===== config.mk =====
export PLATFORM = sky130hd
export DESIGN_NAME = se_lookup_arbiter_flat
export DESIGN_NICKNAME = d
export VERILOG_FILES = /design/src/rtl/se_lookup_arbiter_pkg.sv /design/src/rtl/se_lookup_arbiter_if.sv /design/src/rtl/se_lookup_arbiter_rr_pick.sv /design/src/rtl/se_lookup_arbiter.sv /design/src/flat_wrapper.sv
export SDC_FILE = /design/constraint.sdc
export NUM_CORES = 1
export LEC_CHECK = 0
export CORE_AREA = 5 5 144 146
export DETAILED_ROUTE_END_ITERATION = 7
export DIE_AREA = 0 0 149 151
export HOLD_SLACK_MARGIN = 0.03
export PLACE_DENSITY = 0.77
export SLEW_MARGIN = 20
export SYNTH_ARGS = -nofsm -noshare
export SYNTH_HDL_FRONTEND = slang
export SYNTH_SLANG_ARGS = --single-unit
export TNS_END_PERCENT = 50

===== constraint.sdc =====
create_clock -name clk -period 12.4 [get_ports clk]
set_clock_uncertainty 0.1 [all_clocks]
set_input_delay 3.1 -clock clk [delete_from_list [all_inputs] [get_ports clk]]
set_output_delay 3.1 -clock clk [all_outputs]
set_load 0.1 [all_outputs]

===== src/rtl/se_lookup_arbiter_pkg.sv =====
// rtl/se_lookup_arbiter_pkg.sv - shared widths, state encoding and helpers for the lookup arbiter
package se_arb_pkg;

  localparam int SE_MAC_W  = 48;
  localparam int SE_HASH_W = 10;
  localparam int SE_RES_W  = 16;
  localparam int SE_TMR_W  = 16;

  typedef enum logic [1:0] {
    ST_IDLE = 2'd0,
    ST_WAIT = 2'd1,
    ST_HOLD = 2'd2
  } se_state_t;

  // Never returns less than 1 so a 2-requester index is still a legal 1-bit vector.
  function automatic int clog2(input int value);
    int r;
    r = 1;
    while ((1 << r) < value) r++;
    return r;
  endfunction

endpackage


===== src/rtl/se_lookup_arbiter_if.sv =====
// rtl/se_lookup_arbiter_if.sv - requester, engine and status signals of the lookup arbiter
interface se_lookup_arbiter_if #(
  parameter int NREQ = 2
);
  import se_arb_pkg::*;

  logic [NREQ-1:0]           rq_req;
  logic [NREQ*SE_MAC_W-1:0]  rq_dmac;
  logic [NREQ*SE_MAC_W-1:0]  rq_smac;
  logic [NREQ*SE_HASH_W-1:0] rq_hash;
  logic [NREQ-1:0]           rq_ack;
  logic [NREQ-1:0]           rq_nak;
  logic [SE_RES_W-1:0]       rq_result;
  logic                      se_req;
  logic [SE_MAC_W-1:0]       se_dmac;
  logic [SE_MAC_W-1:0]       se_smac;
  logic [SE_HASH_W-1:0]      se_hash;
  logic                      se_ack;
  logic                      se_nak;
  logic [SE_RES_W-1:0]       se_result;
  logic                      busy;
  logic [SE_TMR_W-1:0]       timeout_cnt;

  modport master (
    input  rq_req, rq_dmac, rq_smac, rq_hash, se_ack, se_nak, se_result,
    output rq_ack, rq_nak, rq_result, se_req, se_dmac, se_smac, se_hash, busy, timeout_cnt
  );

  modport slave (
    output rq_req, rq_dmac, rq_smac, rq_hash, se_ack, se_nak, se_result,
    input  rq_ack, rq_nak, rq_result, se_req, se_dmac, se_smac, se_hash, busy, timeout_cnt
  );

endinterface


===== src/rtl/se_lookup_arbiter_rr_pick.sv =====
// rtl/se_lookup_arbiter_rr_pick.sv - combinational round-robin selector starting after ptr
module rr_pick
  import se_arb_pkg::*;
#(
  parameter int NREQ = 2,
  parameter int IDXW = clog2(NREQ)
) (
  input  logic [NREQ-1:0] i_req,
  input  logic [IDXW-1:0] i_ptr,
  output logic            o_gnt_valid,
  output logic [IDXW-1:0] o_gnt_idx
);

  logic [2*NREQ-1:0] w_dbl;
  logic [2*NREQ-1:0] w_masked;
  logic              w_found;

  // Window ptr+1 .. ptr+NREQ of the doubled vector covers every requester once, wrap included.
  always_comb begin
    w_dbl    = {i_req, i_req};
    w_masked = '0;
    for (int i = 0; i < 2*NREQ; i++) begin
      w_masked[i] = w_dbl[i] && (i > int'(i_ptr)) && (i <= int'(i_ptr) + NREQ);
    end
  end

  always_comb begin
    w_found   = 1'b0;
    o_gnt_idx = '0;
    for (int i = 0; i < 2*NREQ; i++) begin
      if (w_masked[i] && !w_found) begin
        w_found   = 1'b1;
        o_gnt_idx = IDXW'(i % NREQ);
      end
    end
  end

  assign o_gnt_valid = |i_req;

endmodule


===== src/rtl/se_lookup_arbiter.sv =====
// rtl/se_lookup_arbiter.sv - round-robin sharing of the MAC search engine with response timeout
module se_lookup_arbiter
  import se_arb_pkg::*;
#(
  parameter int NREQ    = 2,
  parameter int TIMEOUT = 64
) (
  input  logic                clk,
  input  logic                rst,
  se_lookup_arbiter_if.master bus
);

  localparam int                  IDXW     = clog2(NREQ);
  localparam logic [SE_TMR_W-1:0] TMR_LAST = SE_TMR_W'(TIMEOUT - 1);

  se_state_t              r_state;
  se_state_t              w_state_nxt;
  logic [IDXW-1:0]        r_gnt;
  logic [IDXW-1:0]        r_ptr;
  logic [SE_TMR_W-1:0]    r_timer;
  logic [SE_TMR_W-1:0]    r_tcnt;
  logic                   r_se_req;
  logic [SE_MAC_W-1:0]    r_dmac;
  logic [SE_MAC_W-1:0]    r_smac;
  logic [SE_HASH_W-1:0]   r_hash;
  logic [NREQ-1:0]        r_ack;
  logic [NREQ-1:0]        r_nak;
  logic [SE_RES_W-1:0]    r_result;

  logic                   w_pick_valid;
  logic [IDXW-1:0]        w_pick_idx;
  logic [NREQ-1:0]        w_gnt_oh;
  logic                   w_timeout;
  logic                   w_grant;
  logic                   w_resp_ack;
  logic                   w_resp_nak;
  logic                   w_resp_to;
  logic                   w_tick;

  rr_pick #(
    .NREQ (NREQ),
    .IDXW (IDXW)
  ) u_pick (
    .i_req       (bus.rq_req),
    .i_ptr       (r_ptr),
    .o_gnt_valid (w_pick_valid),
    .o_gnt_idx   (w_pick_idx)
  );

  assign w_gnt_oh  = {{(NREQ-1){1'b0}}, 1'b1} << r_gnt;
  assign w_timeout = (r_timer == TMR_LAST);

  always_ff @(posedge clk or posedge rst) begin
    if (rst) r_state <= ST_IDLE;
    else     r_state <= w_state_nxt;
  end

  always_comb begin
    w_state_nxt = r_state;
    case (r_state)
      ST_IDLE: if (w_pick_valid) w_state_nxt = ST_WAIT;
      ST_WAIT: if (bus.se_ack || bus.se_nak || w_timeout) w_state_nxt = ST_HOLD;
      ST_HOLD: w_state_nxt = ST_IDLE;
      default: w_state_nxt = ST_IDLE;
    endcase
  end

  // A real ack beats a simultaneous nak; the timeout only fires when the engine stayed silent.
  always_comb begin
    w_grant    = (r_state == ST_IDLE) && w_pick_valid;
    w_resp_ack = (r_state == ST_WAIT) && bus.se_ack;
    w_resp_nak = (r_state == ST_WAIT) && !bus.se_ack && (bus.se_nak || w_timeout);
    w_resp_to  = (r_state == ST_WAIT) && !bus.se_ack && !bus.se_nak && w_timeout;
    w_tick     = (r_state == ST_WAIT) && !bus.se_ack && !bus.se_nak && !w_timeout;
  end

  always_ff @(posedge clk or posedge rst) begin
    if (rst) begin
      r_gnt    <= '0;
      r_ptr    <= IDXW'(NREQ - 1);
      r_timer  <= '0;
      r_tcnt   <= '0;
      r_se_req <= 1'b0;
      r_dmac   <= '0;
      r_smac   <= '0;
      r_hash   <= '0;
      r_ack    <= '0;
      r_nak    <= '0;
      r_result <= '0;
    end else begin
      r_ack <= w_resp_ack ? w_gnt_oh : '0;
      r_nak <= w_resp_nak ? w_gnt_oh : '0;
      if (w_grant) begin
        r_gnt    <= w_pick_idx;
        r_ptr    <= w_pick_idx;
        r_dmac   <= bus.rq_dmac[w_pick_idx*SE_MAC_W +: SE_MAC_W];
        r_smac   <= bus.rq_smac[w_pick_idx*SE_MAC_W +: SE_MAC_W];
        r_hash   <= bus.rq_hash[w_pick_idx*SE_HASH_W +: SE_HASH_W];
        r_se_req <= 1'b1;
        r_timer  <= '0;
      end
      if (w_tick) r_timer <= r_timer + SE_TMR_W'(1);
      if (w_resp_ack || w_resp_nak) begin
        r_se_req <= 1'b0;
        r_result <= w_resp_ack ? bus.se_result : '0;
      end
      if (w_resp_to && (r_tcnt != '1)) r_tcnt <= r_tcnt + SE_TMR_W'(1);
    end
  end

  assign bus.rq_ack      = r_ack;
  assign bus.rq_nak      = r_nak;
  assign bus.rq_result   = r_result;
  assign bus.se_req      = r_se_req;
  assign bus.se_dmac     = r_dmac;
  assign bus.se_smac     = r_smac;
  assign bus.se_hash     = r_hash;
  assign bus.busy        = (r_state == ST_WAIT);
  assign bus.timeout_cnt = r_tcnt;

endmodule


===== src/flat_wrapper.sv =====
// flat-port wrapper written by rule: the top's interface ports become plain ports
module se_lookup_arbiter_flat import se_arb_pkg::*;
#(
  parameter int NREQ    = 2,
  parameter int TIMEOUT = 64
)
  (clk, rst, bus_rq_req, bus_rq_dmac, bus_rq_smac, bus_rq_hash, bus_se_ack, bus_se_nak, bus_se_result, bus_rq_ack, bus_rq_nak, bus_rq_result, bus_se_req, bus_se_dmac, bus_se_smac, bus_se_hash, bus_busy, bus_timeout_cnt);
  se_lookup_arbiter_if #(.NREQ(NREQ)) bus_i ();
  input  logic clk;
  input  logic rst;
  input wire logic [$bits(bus_i.rq_req)-1:0] bus_rq_req;
  input wire logic [$bits(bus_i.rq_dmac)-1:0] bus_rq_dmac;
  input wire logic [$bits(bus_i.rq_smac)-1:0] bus_rq_smac;
  input wire logic [$bits(bus_i.rq_hash)-1:0] bus_rq_hash;
  input wire logic [$bits(bus_i.se_ack)-1:0] bus_se_ack;
  input wire logic [$bits(bus_i.se_nak)-1:0] bus_se_nak;
  input wire logic [$bits(bus_i.se_result)-1:0] bus_se_result;
  output wire logic [$bits(bus_i.rq_ack)-1:0] bus_rq_ack;
  output wire logic [$bits(bus_i.rq_nak)-1:0] bus_rq_nak;
  output wire logic [$bits(bus_i.rq_result)-1:0] bus_rq_result;
  output wire logic [$bits(bus_i.se_req)-1:0] bus_se_req;
  output wire logic [$bits(bus_i.se_dmac)-1:0] bus_se_dmac;
  output wire logic [$bits(bus_i.se_smac)-1:0] bus_se_smac;
  output wire logic [$bits(bus_i.se_hash)-1:0] bus_se_hash;
  output wire logic [$bits(bus_i.busy)-1:0] bus_busy;
  output wire logic [$bits(bus_i.timeout_cnt)-1:0] bus_timeout_cnt;
  assign bus_i.rq_req = bus_rq_req;
  assign bus_i.rq_dmac = bus_rq_dmac;
  assign bus_i.rq_smac = bus_rq_smac;
  assign bus_i.rq_hash = bus_rq_hash;
  assign bus_i.se_ack = bus_se_ack;
  assign bus_i.se_nak = bus_se_nak;
  assign bus_i.se_result = bus_se_result;
  assign bus_rq_ack = bus_i.rq_ack;
  assign bus_rq_nak = bus_i.rq_nak;
  assign bus_rq_result = bus_i.rq_result;
  assign bus_se_req = bus_i.se_req;
  assign bus_se_dmac = bus_i.se_dmac;
  assign bus_se_smac = bus_i.se_smac;
  assign bus_se_hash = bus_i.se_hash;
  assign bus_busy = bus_i.busy;
  assign bus_timeout_cnt = bus_i.timeout_cnt;
  se_lookup_arbiter #(.NREQ(NREQ), .TIMEOUT(TIMEOUT)) u_core (.clk(clk), .rst(rst), .bus(bus_i));
endmodule

Yosys cells after proc, flatten, opt, wreduce, memory -nomap -nowiden
Index checks and enable logic that the tools add are counted.
- register bits after elaboration: 163
- bits in latches: 0
- bits in writable memories: 0
- memory bits (read-only): 0
- input port bits: 234
- output and inout bits: 144
- logic and storage cells: 72
- memories: 0
- add/subtract/negate cells: 3
- multipliers: 2
- div/mod/pow operators: 0
- magnitude comparators: 4
- equality and inequality tests: 5
- shift operators: 4
- muxes and demuxes: 14
- bitwise gates (word level): 0
- reduce and logical (&&, ||, !) cells: 28
- operators by type and width (operator ; count):
    96-bit by 8-bit indexed part select with 48-bit output ; 2
    16-bit two-way mux ; 3
    16-bit by 1-bit adder with 16-bit output (second input constant) ; 2
    2-bit by 32-bit <= comparator with 1-bit output (first input constant) ; 1
    3-bit by 32-bit <= comparator with 1-bit output (first input constant) ; 1
    20-bit by 6-bit indexed part select with 10-bit output ; 1
    16-bit by 6-bit equality test with 1-bit output (second input constant) ; 1
    16-bit != test (second input constant) ; 1
    1-bit logical AND ; 14
    2-bit two-way mux ; 4
    1-bit two-way mux ; 6
    1-bit logical NOT ; 5
    1-bit logical OR ; 4
    1-bit by 3-bit multiplier with 4-bit output (second input constant) ; 1
    2-bit by 1-bit != test with 1-bit output (second input constant) ; 2
    2-bit case mux with 2 select lines ; 1
    2-bit nonzero test ; 2
    1-bit by 2-bit adder with 3-bit output (second input constant) ; 1
    2-bit by 3-bit <= comparator with 1-bit output (first input constant) ; 1
    1-bit by 2-bit multiplier with 3-bit output (second input constant) ; 1
    2-bit by 1-bit equality test with 1-bit output (second input constant) ; 1
    2-bit logical NOT ; 1
    2-bit AND reduction ; 1
    2-bit OR reduction ; 1
    2 further kinds ; 2

Longest topological paths before layout
- word-level depth: 12
- mapped depth: 8
- mapped depth without buffers: 6

Cells and area by module
From an unflattened synthesis, not the netlist that was laid out.
- cells, all modules: 683
- area, all modules: 7350.8 um^2
- modules (own cells, without submodules) (module ; times used ; cells each ; area an instance (um^2)):
    se_lookup_arbiter ; 1 ; 681 ; 7337.0
    rr_pick ; 1 ; 2 ; 13.8

Least setup slack after synthesis
OpenSTA, ideal clock, no wires.
- path kind: in2reg
- start: input port bus_se_ack
- end: register u_core.r_tcnt[3] (netlist: u_core.bus.timeout_cnt[3])
- library setup time: 160 ps
- arrival time: 4260 ps
- required time: 12140 ps
- slack: 7880 ps
- stages: 6
- path through: or3_1 > buf_6 > nor3_2 > buf_6 > nand4_1 > xnor2_1
- word-level cells in the longest chain between the ends: 5
- ends and longest elaborated chain (item ; line ; RTL):
    start: declaration ; flat_wrapper.sv:15 ; input wire logic [$bits(bus_i.se_ack)-1:0] bus_se_ack;
    1-bit logical NOT ; se_lookup_arbiter.sv:73 ; w_resp_to = (r_state == ST_WAIT) && !bus.se_ack && !bus.se_nak && w_timeout;
    1-bit logical AND (3 in series) ; se_lookup_arbiter.sv:73 ;
    1-bit logical AND ; se_lookup_arbiter.sv:107 ; if (w_resp_to && (r_tcnt != '1)) r_tcnt <= r_tcnt + SE_TMR_W'(1);
    end signal: assignment ; se_lookup_arbiter.sv:107 ;
    end: declaration ; se_lookup_arbiter.sv:21 ; logic [SE_TMR_W-1:0] r_tcnt;
Every way passes these cells.
A chain may end at the register's enable or synchronous reset.

Final worst setup path
- start: register u_core.r_state[1]
- end: output port bus_busy
- word-level cells in the longest chain between the ends: 1
- ends and longest elaborated chain (item ; line ; RTL):
    start: declaration ; se_lookup_arbiter.sv:16 ; se_state_t r_state;
    start signal: assignment ; se_lookup_arbiter.sv:55 ; else r_state <= w_state_nxt;
    2-bit by 1-bit equality test with 1-bit output ; se_lookup_arbiter.sv:118 ; assign bus.busy = (r_state == ST_WAIT);
    end: declaration ; flat_wrapper.sv:25 ; output wire logic [$bits(bus_i.busy)-1:0] bus_busy;
Every way passes these cells.

==> out/results.ini <==
[setup_path]
cp.depth=3
start_kind=register
path_buf_inv=2
critPathArrivalTime_ps=2280
slowest_delay_ps=1170
reg2regPathDepth=5
critical_path_class=register to output port
cp-end-kind=output port
crit_family=buffers and inverters
critPathSlowestCell=clkdlybuf4s50_1
path_cells=nand2b_4 -> inv_1 -> clkdlybuf4s50_1
worstPathMaxFanout=5
required_ps=9200

[clock_tree]
clock_path_buffers=2
path_clk_slew_ps=60
cts_buffers=17
post-cts-setup-buffers=0
cts-resized-gates=0
htreeDepth=4
cts_root_buffer=clkbuf_16
cts_tree=built
clk-insertion-delay-late_ps=420
clock_sink_count=163
cts_hold_buf=0

[yosys]
synth_area_sq_um=7266
synth_top_area_frac=0.5579
avgSynthCellArea_sq_um=9.059
ys_seq_elements=163
yosysUniqueCellTypes=48
syn_inst=802
synth.largest_area_cell=dfrtp_1
seq_area_frac_synth=0.5616
synth_area_leaders=dfrtp_1, nand2_1, a31oi_1
syn_nets=1038
synth-warning-count=0

[sta]
final.setup.tns_ps=0
hold_viol_final=0
fin_crit_sh=0.4417
tightestPinTransition_ps=1106
grt_setup_unrepaired=no
fmax_mhz=182.6
slew_headroom=0.2605
finalSetupViolCount=0
timing.final.max_slew_violations=0
min_period_ps=5477

[global_route]
grt_pass1_vias=6765
antenna_found_initial=0
grt.total_usage=0.2104
grt_max_degree=110
grt_pass1_wl_um=37120
grt_overflow=0

[detailed_routing]
wirelength_um=24520
drt_iter0_drc=391
dr_total_vias=6941
post_drt_wl_per_cell_um=17.18
first_pass_iters=4
drc=0
vias_per_cell=4.864
final_antenna_net_count=0

[placement]
portBuffers=377
place.gp.congestion=0.8641
hpwl_um=18010

[flow_run]
drv_cap=0

[hold_path]
min_path_cells=2
hp-class=register to register

[layout]
areaGrowthSynthToFinish_pct=62.91
num_antenna_cells=0
drive_gt1_frac=0.04647
nets=1385

[die]
die_area_sq_um=22500
start_util=0.3770
num_rows=51
die_y_um=151
ios=378
core_sq_um=19270
die_x_um=149

[status]
status=complete, no violations

## final timing paths
check                                  start                      end  slack [ps]
setup reg to reg           u_core.r_state[0]   u_core.bus.se_dmac[22]        9700
hold / removal                  u_core.r_ptr             u_core.r_ptr         390
setup / recovery           u_core.r_state[1]                 bus_busy        6920
max in group asynchronous                rst   u_core.bus.se_smac[40]        7680
min in group asynchronous                rst  u_core.bus.rq_result[8]        3160
hold reg to reg                 u_core.r_ptr             u_core.r_ptr         390
## cell families (layout without fill, tap and decap cells)
group | after synthesis | count (layout) | share of synthesized area
simple gates | 412 | 412 | 0.2394
flops | 163 | 163 | 0.5616
compound gates | 140 | 140 | 0.1297
buf+inv | 62 | 422 | 0.03633
xor+xnor | 14 | 14 | 0.01688
mux | 9 | 9 | 0.01274
fa+ha+maj | 2 | 2 | 0.003444
## through the flow
stage / std cells / worst slack (ps) / utilization / area [sq um] / hold WS [ps]
2_1_floorplan: 802 / 4797 / - / 7266 / 337.2
3_3_place_gp: 1394 / 6431 / 0.5808 / 11190 / 372.8
3_5_place_dp: 1394 / 6365 / 0.5808 / 11190 / 380.7
4_1_cts: 1426 / 6808 / 0.6128 / 11810 / 390.3
5_1_grt: 1427 / 6848 / 0.6142 / 11840 / 408.0
6_report: 1427 / 6923 / 0.6142 / 11840 / 390.2
## routing by layer
metal | track usage | vias to the layer above | share of wire
met5 | 0 | - | 0
met3 | 0.07062 | 31 | 0.085
met1 | 0.2561 | 3221 | 0.40
li1 | - | 3429 | -
met4 | 0.06957 | 0 | 0.024
met2 | 0.3530 | 260 | 0.49
## synth_stat cells, drive strengths merged
library cell  instances
o21a                  1
o31ai                 4
clkbuf               40
and2                  2
and3                  5
a22o                 16
nand4b                1
nor3b                 3
nor2                115
a211o                 1
o41ai                 1
nor4                  5
nor3                  4
nor2b                 1
a2bb2oi               1
o311ai                1
nand4                 9
dfrtp               162
o21ai                 6
and4b                 1
and4bb                1
dfstp                 1
ha                    2
o211ai                3
nand3                20
inv                   7
and4                  2
mux2                  2
nor4b                 2
nand2               236
xor2                  2
a31oi               106
nand2b                3
buf                  15
xnor2                12
or3                   2
mux2i                 7
## registers in the layout (all words and copies together), names as in the netlist
register	count
u_core.r_ptr	1
u_core.bus.se_dmac	48
u_core.bus.se_req	1
u_core.bus.se_hash	10
u_core.r_gnt	1
u_core.bus.rq_result	16
u_core.r_state	2
u_core.bus.se_smac	48
u_core.bus.rq_ack	2
u_core.r_timer	16
u_core.bus.rq_nak	2
u_core.bus.timeout_cnt	16
## area by class of cell
cell class	count	area [sq um]
clock buffer	20	446.7
clock inverter	12	168.9
fill	1658	7435
inverter	7	31.28
multi-input combinational	577	2939
sequential	163	4080
tap	265	331.6
timing repair buffer	383	3839
## cell usage in the layout (no fill, tap or decap), types with 6 or more instances in the layout
master / netlist / final
a22o_1: 16 / 16
a31oi_1: 106 / 106
clkbuf_16: 0 / 17
clkdlybuf4s50_1: 0 / 377
dfrtp_1: 162 / 162
inv_6: 0 / 6
mux2i_1: 7 / 7
nand2_1: 236 / 235
nand3_1: 20 / 20
nand4_1: 9 / 9
nor2_1: 114 / 114
xnor2_1: 12 / 12
## worst register-to-register path, delay by kind of cell (launching register included)
kind | cells | cell delay (ps)
compound gates | 2 | 640
buf+inv | 2 | 1200
flops | 1 | 400
simple gates | 1 | 190
Power is left out: the tool's default activity adds up to more than one toggle a clock period on the data nets, which glitch-free logic cannot reach.
